==> src/rtl/rtc_time_pkg.sv <==
// Shared types and limits for the RTC BCD time read path.
package rtc_time_pkg;

   localparam int unsigned BYTE_W = 8;
   localparam int unsigned BIN_W  = 7;
   localparam int unsigned SEG_W  = 6;
   localparam int unsigned MIN_W  = 6;
   localparam int unsigned HORA_W = 5;

   typedef enum logic [2:0] {
      IDLE,
      SEG,
      MIN,
      HORA,
      FIN
   } state_e;

   localparam logic [BIN_W-1:0]  MAX_SEG      = 7'd59;
   localparam logic [BIN_W-1:0]  MAX_MIN      = 7'd59;
   localparam logic [BIN_W-1:0]  MAX_HORA     = 7'd23;
   localparam logic [BIN_W-1:0]  MAX_HORA_12  = 7'd12;
   localparam logic [BYTE_W-1:0] BCD_INVALIDO = 8'hFF;

   // 12 AM -> 0, 12 PM -> 12, other PM hours shifted by 12.
   function automatic logic [HORA_W-1:0] hour12_to_24(input logic [HORA_W-1:0] h12,
                                                      input logic             pm);
      logic [HORA_W-1:0] base;
      base = (h12 == 5'd12) ? 5'd0 : h12;
      return pm ? HORA_W'(base + 5'd12) : base;
   endfunction

endpackage

==> src/rtl/bcd_byte_to_bin.sv <==
// Combinational BCD byte to binary conversion with nibble, range and sentinel checks.
module bcd_byte_to_bin
   import rtc_time_pkg::*;
(
   input  logic [BYTE_W-1:0] byte_i,
   input  logic [BIN_W-1:0]  max_i,
   output logic [BIN_W-1:0]  bin_o,
   output logic              ok_o
);

   logic [3:0] hi;
   logic [3:0] lo;

   assign hi    = byte_i[7:4];
   assign lo    = byte_i[3:0];
   assign bin_o = BIN_W'(BIN_W'(hi) * 7'd10 + BIN_W'(lo));
   assign ok_o  = (hi <= 4'd9) && (lo <= 4'd9) && (bin_o <= max_i)
                  && (byte_i != BCD_INVALIDO);

endmodule

==> src/rtl/bcd_time_decoder.sv <==
// Collects seconds/minutes/hours BCD bytes from the RTC and publishes a checked binary time.
// Optional 12-h hours format enabled by the FORMATO_12H_EN macro.
module bcd_time_decoder
   import rtc_time_pkg::*;
#(
   parameter int unsigned TIMEOUT = 255,
   parameter int unsigned CW      = 8
)
(
   input  logic              clk,
   input  logic              reset,
`ifdef FORMATO_12H_EN
   input  logic              formato_12h,
`endif
   input  logic              start,
   input  logic [BYTE_W-1:0] data_in,
   input  logic              data_valid,
   output logic              busy,
   output logic [SEG_W-1:0]  segundos,
   output logic [MIN_W-1:0]  minutos,
   output logic [HORA_W-1:0] horas,
   output logic              done,
   output logic              error
);

   state_e              state_q, state_d;
   logic [CW-1:0]       cnt_q, cnt_d;
   logic                err_q, err_d;
   logic [SEG_W-1:0]    seg_sh_q, seg_sh_d;
   logic [MIN_W-1:0]    min_sh_q, min_sh_d;
   logic [HORA_W-1:0]   hora_sh_q, hora_sh_d;
   logic [SEG_W-1:0]    seg_q, seg_d;
   logic [MIN_W-1:0]    min_q, min_d;
   logic [HORA_W-1:0]   hora_q, hora_d;
   logic                done_q, done_d;
   logic                error_q, error_d;
   logic                busy_q, busy_d;
`ifdef FORMATO_12H_EN
   logic                fmt12_q, fmt12_d;
`endif

   logic [BYTE_W-1:0]   dec_byte;
   logic [BIN_W-1:0]    dec_max;
   logic [BIN_W-1:0]    dec_bin;
   logic                dec_ok;
   logic [HORA_W-1:0]   hora_bin;
   logic                hora_ok;

   bcd_byte_to_bin u_dec (
      .byte_i (dec_byte),
      .max_i  (dec_max),
      .bin_o  (dec_bin),
      .ok_o   (dec_ok)
   );

   // Single shared decoder: limit (and hours byte masking) follow the current field.
   always_comb begin
      dec_byte = data_in;
      dec_max  = MAX_SEG;
      if (state_q == MIN) begin
         dec_max = MAX_MIN;
      end else if (state_q == HORA) begin
         dec_max = MAX_HORA;
`ifdef FORMATO_12H_EN
         if (fmt12_q) begin
            dec_byte = {3'b000, data_in[4:0]};
            dec_max  = MAX_HORA_12;
         end
`endif
      end
   end

   always_comb begin
      hora_bin = HORA_W'(dec_bin);
      hora_ok  = dec_ok;
`ifdef FORMATO_12H_EN
      if (fmt12_q) begin
         hora_ok  = dec_ok && (dec_bin != '0);
         hora_bin = hour12_to_24(HORA_W'(dec_bin), data_in[5]);
      end
`endif
   end

   // Next-state and output logic; visible time changes only when entering FIN.
   always_comb begin
      state_d   = state_q;
      cnt_d     = cnt_q;
      err_d     = err_q;
      seg_sh_d  = seg_sh_q;
      min_sh_d  = min_sh_q;
      hora_sh_d = hora_sh_q;
      seg_d     = seg_q;
      min_d     = min_q;
      hora_d    = hora_q;
      done_d    = 1'b0;
      error_d   = 1'b0;
`ifdef FORMATO_12H_EN
      fmt12_d   = fmt12_q;
`endif
      case (state_q)
         IDLE: begin
            if (start) begin
               state_d = SEG;
               cnt_d   = '0;
               err_d   = 1'b0;
`ifdef FORMATO_12H_EN
               fmt12_d = formato_12h;
`endif
            end
         end
         SEG, MIN, HORA: begin
            if (data_valid) begin
               cnt_d = '0;
               case (state_q)
                  SEG: begin
                     seg_sh_d = SEG_W'(dec_bin);
                     err_d    = err_q | ~dec_ok;
                     state_d  = MIN;
                  end
                  MIN: begin
                     min_sh_d = MIN_W'(dec_bin);
                     err_d    = err_q | ~dec_ok;
                     state_d  = HORA;
                  end
                  default: begin
                     hora_sh_d = hora_bin;
                     err_d     = err_q | ~hora_ok;
                     state_d   = FIN;
                     if (!err_d) begin
                        seg_d  = seg_sh_q;
                        min_d  = min_sh_q;
                        hora_d = hora_bin;
                        done_d = 1'b1;
                     end else begin
                        error_d = 1'b1;
                     end
                  end
               endcase
            end else if (cnt_q == CW'(TIMEOUT - 1)) begin
               state_d = FIN;
               err_d   = 1'b1;
               error_d = 1'b1;
            end else begin
               cnt_d = cnt_q + CW'(1);
            end
         end
         FIN:     state_d = IDLE;
         default: state_d = IDLE;
      endcase
      busy_d = (state_d != IDLE);
   end

   always_ff @(posedge clk or posedge reset) begin
      if (reset) begin
         state_q   <= IDLE;
         cnt_q     <= '0;
         err_q     <= 1'b0;
         seg_sh_q  <= '0;
         min_sh_q  <= '0;
         hora_sh_q <= '0;
         seg_q     <= '0;
         min_q     <= '0;
         hora_q    <= '0;
         done_q    <= 1'b0;
         error_q   <= 1'b0;
         busy_q    <= 1'b0;
`ifdef FORMATO_12H_EN
         fmt12_q   <= 1'b0;
`endif
      end else begin
         state_q   <= state_d;
         cnt_q     <= cnt_d;
         err_q     <= err_d;
         seg_sh_q  <= seg_sh_d;
         min_sh_q  <= min_sh_d;
         hora_sh_q <= hora_sh_d;
         seg_q     <= seg_d;
         min_q     <= min_d;
         hora_q    <= hora_d;
         done_q    <= done_d;
         error_q   <= error_d;
         busy_q    <= busy_d;
`ifdef FORMATO_12H_EN
         fmt12_q   <= fmt12_d;
`endif
      end
   end

   assign busy     = busy_q;
   assign segundos = seg_q;
   assign minutos  = min_q;
   assign horas    = hora_q;
   assign done     = done_q;
   assign error    = error_q;

endmodule

==> config.mk <==
export PLATFORM = sky130hd
export DESIGN_NAME = bcd_time_decoder
export DESIGN_NICKNAME = d
export VERILOG_FILES = /design/src/rtl/rtc_time_pkg.sv /design/src/rtl/bcd_byte_to_bin.sv /design/src/rtl/bcd_time_decoder.sv
export SDC_FILE = /design/constraint.sdc
export NUM_CORES = 1
export LEC_CHECK = 0
export BUFFER_PORTS_ARGS = -buffer_cell sky130_fd_sc_hd__buf_4
export CAP_MARGIN = 20
export CELL_PAD_IN_SITES_DETAIL_PLACEMENT = 1
export CELL_PAD_IN_SITES_GLOBAL_PLACEMENT = 2
export CORE_MARGIN = 2
export CORE_UTILIZATION = 41
export CTS_CLUSTER_SIZE = 12
export DETAILED_ROUTE_END_ITERATION = 8
export PLACE_DENSITY_LB_ADDON = 0.1
export REMOVE_ABC_BUFFERS = 1
export SYNTH_ARGS = -nofsm -noshare
export SYNTH_HDL_FRONTEND = slang
export SYNTH_HIERARCHICAL = 1
export SYNTH_SLANG_ARGS = --single-unit
==> constraint.sdc <==
create_clock -name clk -period 5.4 [get_ports clk]
set_input_delay 0.54 -clock clk [delete_from_list [all_inputs] [get_ports clk]]
set_output_delay 0.54 -clock clk [all_outputs]
set_load 0.05 [all_outputs]
==> results summary <==
Setup slack on the critical path of the routed design comes to approximately 1.8 ns. The number of search-and-repair iterations in the first detailed-routing pass came out at 4. The final number of max-transition violations came to 0. The level count of the clock H-tree came out at 2. The TritonCTS clock tree is yes. In this run, synthesis produced a sequential element count of 44. The startpoint type of the worst setup path is a primary input.

The most crowded layer after global routing is met2. The relative slew slack is 52.4%. The count of buffers added on input and output ports is 31. Summed over all instances, the cell type with the most area after synthesis is sky130_fd_sc_hd__dfrtp_1. The maximum clock insertion buffer count is 2.

The count of pins on the block boundary is 32. The post-synthesis sequential area ratio came out at a little under half. The highest net fanout along the worst path came out at 18. After routing, the total negative slack on setup checks comes to 0 ns. The global routing met1 resource utilization came out at approximately 22%. The setup-violating endpoint count in the final report is 0. The cell area after technology mapping came out at 0.00241 mm2. The number of clock buffers inserted by TritonCTS is 5.

The clock net sink count came out at 44. The largest voltage drop on the vdd net came out at 0.265 mV. The number of nets at the end of the flow is 271. The power per unit of standard cell area is about 530 mW/mm2. The filler cell count in the final layout came out at 627. The floorplan row count came out at 27. The post-CTS clock slew at the launch and capture registers of the worst setup and hold paths came out at 0.09 ns. The hold violation count in the final report is 0. After clock tree synthesis, the setup repair step added 0 buffers. The period utilization came out at 66.4%.

The die outline area came out at 0.00651 mm2. In the post-synthesis netlist, the biggest area contributors are sky130_fd_sc_hd__dfrtp_1, sky130_fd_sc_hd__mux2_2, sky130_fd_sc_hd__ha_1. Timing would allow up to between 0.2 and 0.3 GHz. The remaining global-route overflow came out at 0. The post-route netlist has 33.3% of its cells at a drive strength greater than 1.

The post-cts resize count is 0. The mean instance size in the synthesized netlist is 11.6 um2. The post-detailed-route via-to-cell ratio is around 5.3. The static power due to leakage is 1.40 nW. The initial antenna violation count came out at 0. The endpoint type of the worst setup path is a register. The count of yosys warnings during synthesis came out at 6. The number of hold buffers added after CTS came out at 0. In the global route stage, met2 resource usage came out at roughly a third. The post-route total power is between 1 and 1.5 mW. Entering global routing, the biggest net connects 45 pins. The height of the die is a little over 80 um.

The routed layout has 1,660 vias. The category of the critical setup timing path is primary input to register. The global-route wire length before repair came out at 8700 um. The via count of the first global-routing pass is 1,767. Setup repair after global routing left no endpoint under its margin. The starting density of the core is 43.0%. The run finished with clean final reports.

The global router's overall resource usage is 17.8%. The floorplan die width is approximately 80 um. The final RePlAce weighted congestion is a little over 0.8. After detailed routing, the number of remaining DRC violations is 0. The post-synthesis instance total is 207.

The arrival time of data at the critical path endpoint is around 3.8 ns. The worst register-to-register path has a setup slack of 2.64 ns. In the layout the commonest cells are sky130_fd_sc_hd__dfrtp_1, sky130_fd_sc_hd__buf_4, sky130_fd_sc_hd__mux2_2, sky130_fd_sc_hd__inv_1, sky130_fd_sc_hd__ha_1. The most frequent standard cell in the layout excluding fill and tap cells is sky130_fd_sc_hd__dfrtp_1. In this run the worst hold path is classified as primary input to asynchronous set/reset pin. The synthesis-to-layout area growth is 16.4%.

Across the run, the number of max-cap violations was 0. For the pin with the worst max-slew slack, the measured transition is 0.711 ns. The routing usage on met3 came out at 3.48%. The wire-length estimate of the detail-placed layout is 4130 um.

Wires add up to about 5300 um. The DRC violation total after the first TritonRoute iteration is 47. At the worst endpoint, the required time is roughly 5.6 ns. The root cell of the clock tree is sky130_fd_sc_hd__clkbuf_8. Clock latency on the worst-skew pair, taken at its later pin, is about 0.30 ns. The worst slack after detailed placement came out at 1.54 ns. The post-route minimum period came out at 3.59 ns. The standard cell core area came out at 0.00561 mm2.

The worst clock skew is approximately 0.0073 ns. In this run the remaining antenna-violating nets after routing total 0. The top-area cell type share of the netlist area came out at 45.7%.

The netlist uses 44 different library cells. The routed length per instance came out at 16.9 um. The antenna diode count came out at 0.
## Yosys cell counts, drive strengths merged
library cell / n
dfrtp: 44
mux2: 29
inv: 19
ha: 15
nor3: 10
a21oi: 7
nor2: 7
a211o: 6
nor3b: 6
and3: 5
buf: 5
nand2: 5
nand3: 5
o21ai: 5
nand4: 3
nor4: 3
or2: 3
xnor2: 3
a21o: 2
and4: 2
clkbuf: 2
conb: 2
fa: 2
nand3b: 2
nor2b: 2
o21bai: 2
or3: 2
xor2: 2
a211oi: 1
a221o: 1
a41oi: 1
and2b: 1
o21a: 1
o21ba: 1
o22ai: 1
## state kept, by name (all words and copies together) (netlist names)
name,flops
seg_sh_q,6
cnt_q,8
minutos,6
horas,5
state_q,3
busy,1
done,1
segundos,6
error,1
err_q,1
min_sh_q,6
## final cells by class
type                            count  area (um2)  share of cell area, %
Clock buffer                        5        68.8                   2.45
Clock inverter                      3        46.3                   1.65
Inverter                           19        71.3                   2.54
Multi-Input combinational cell    139        1180                   42.1
Sequential cell                    44        1100                   39.3
Tap cell                           72        90.1                   3.21
Timing Repair Buffer               33         245                   8.74
## worst paths after layout
path,cells after the start,start,end
setup / recovery,13,data_in[5],horas[0]
hold / removal,3,reset,seg_sh_q[0]
setup reg to reg,10,state_q[2],horas[0]
hold reg to reg,1,min_sh_q[1],minutos[1]
max in group asynchronous,3,reset,error
min in group clk,2,data_in[0],seg_sh_q[0]
## metal layers
metal | share of wire [%] | wire length (um)
met1 | 44 | 2340
met2 | 52 | 2780
met3 | 3.0 | 160
met4 | 0.94 | 50
met5 | 0 | 0
## logic make-up (layout without fill, tap and decap cells)
logic type	after synthesis	in the layout	synth area share, %
buf+inv	26	60	5.55
flops	44	44	45.7
fa+ha+maj	17	17	9.45
xor+xnor	5	5	1.82
mux	29	29	15.0
simple gates	56	56	13.9
other cells	2	4	0.312
compound gates	28	28	8.36
## report_power, final
part,internal [mW],switching [mW],leakage (nW)
combinational,0.270,0.403,0.780
sequential,0.454,0.103,0.566
clock,0.139,0.121,0.0548
## critical path: stages
cell and delay (ns):
sky130_fd_sc_hd__buf_4 0.12, sky130_fd_sc_hd__ha_1 0.29, sky130_fd_sc_hd__ha_1 0.19, sky130_fd_sc_hd__inv_1 0.06, sky130_fd_sc_hd__fa_1 0.45, sky130_fd_sc_hd__xor2_1 0.31, sky130_fd_sc_hd__ha_1 0.31, sky130_fd_sc_hd__o21ai_0 0.19
sky130_fd_sc_hd__o21bai_1 0.11, sky130_fd_sc_hd__o22ai_1 0.12, sky130_fd_sc_hd__and3_1 0.23, sky130_fd_sc_hd__and4_4 0.45, sky130_fd_sc_hd__mux2_2 0.39
## metrics by stage
step                util [%]  area, um2  hold WS [ns]  cells
global route            50.0       2810         0.421    315
global placement        47.9       2690         0.484    306
finish                  50.0       2810         0.390    315
floorplan                  -       2350         0.475    202
CTS                     50.0       2810         0.411    315
detailed placement      48.0       2690         0.493    307
No activity file was read; power rests on OpenSTA's default activity.
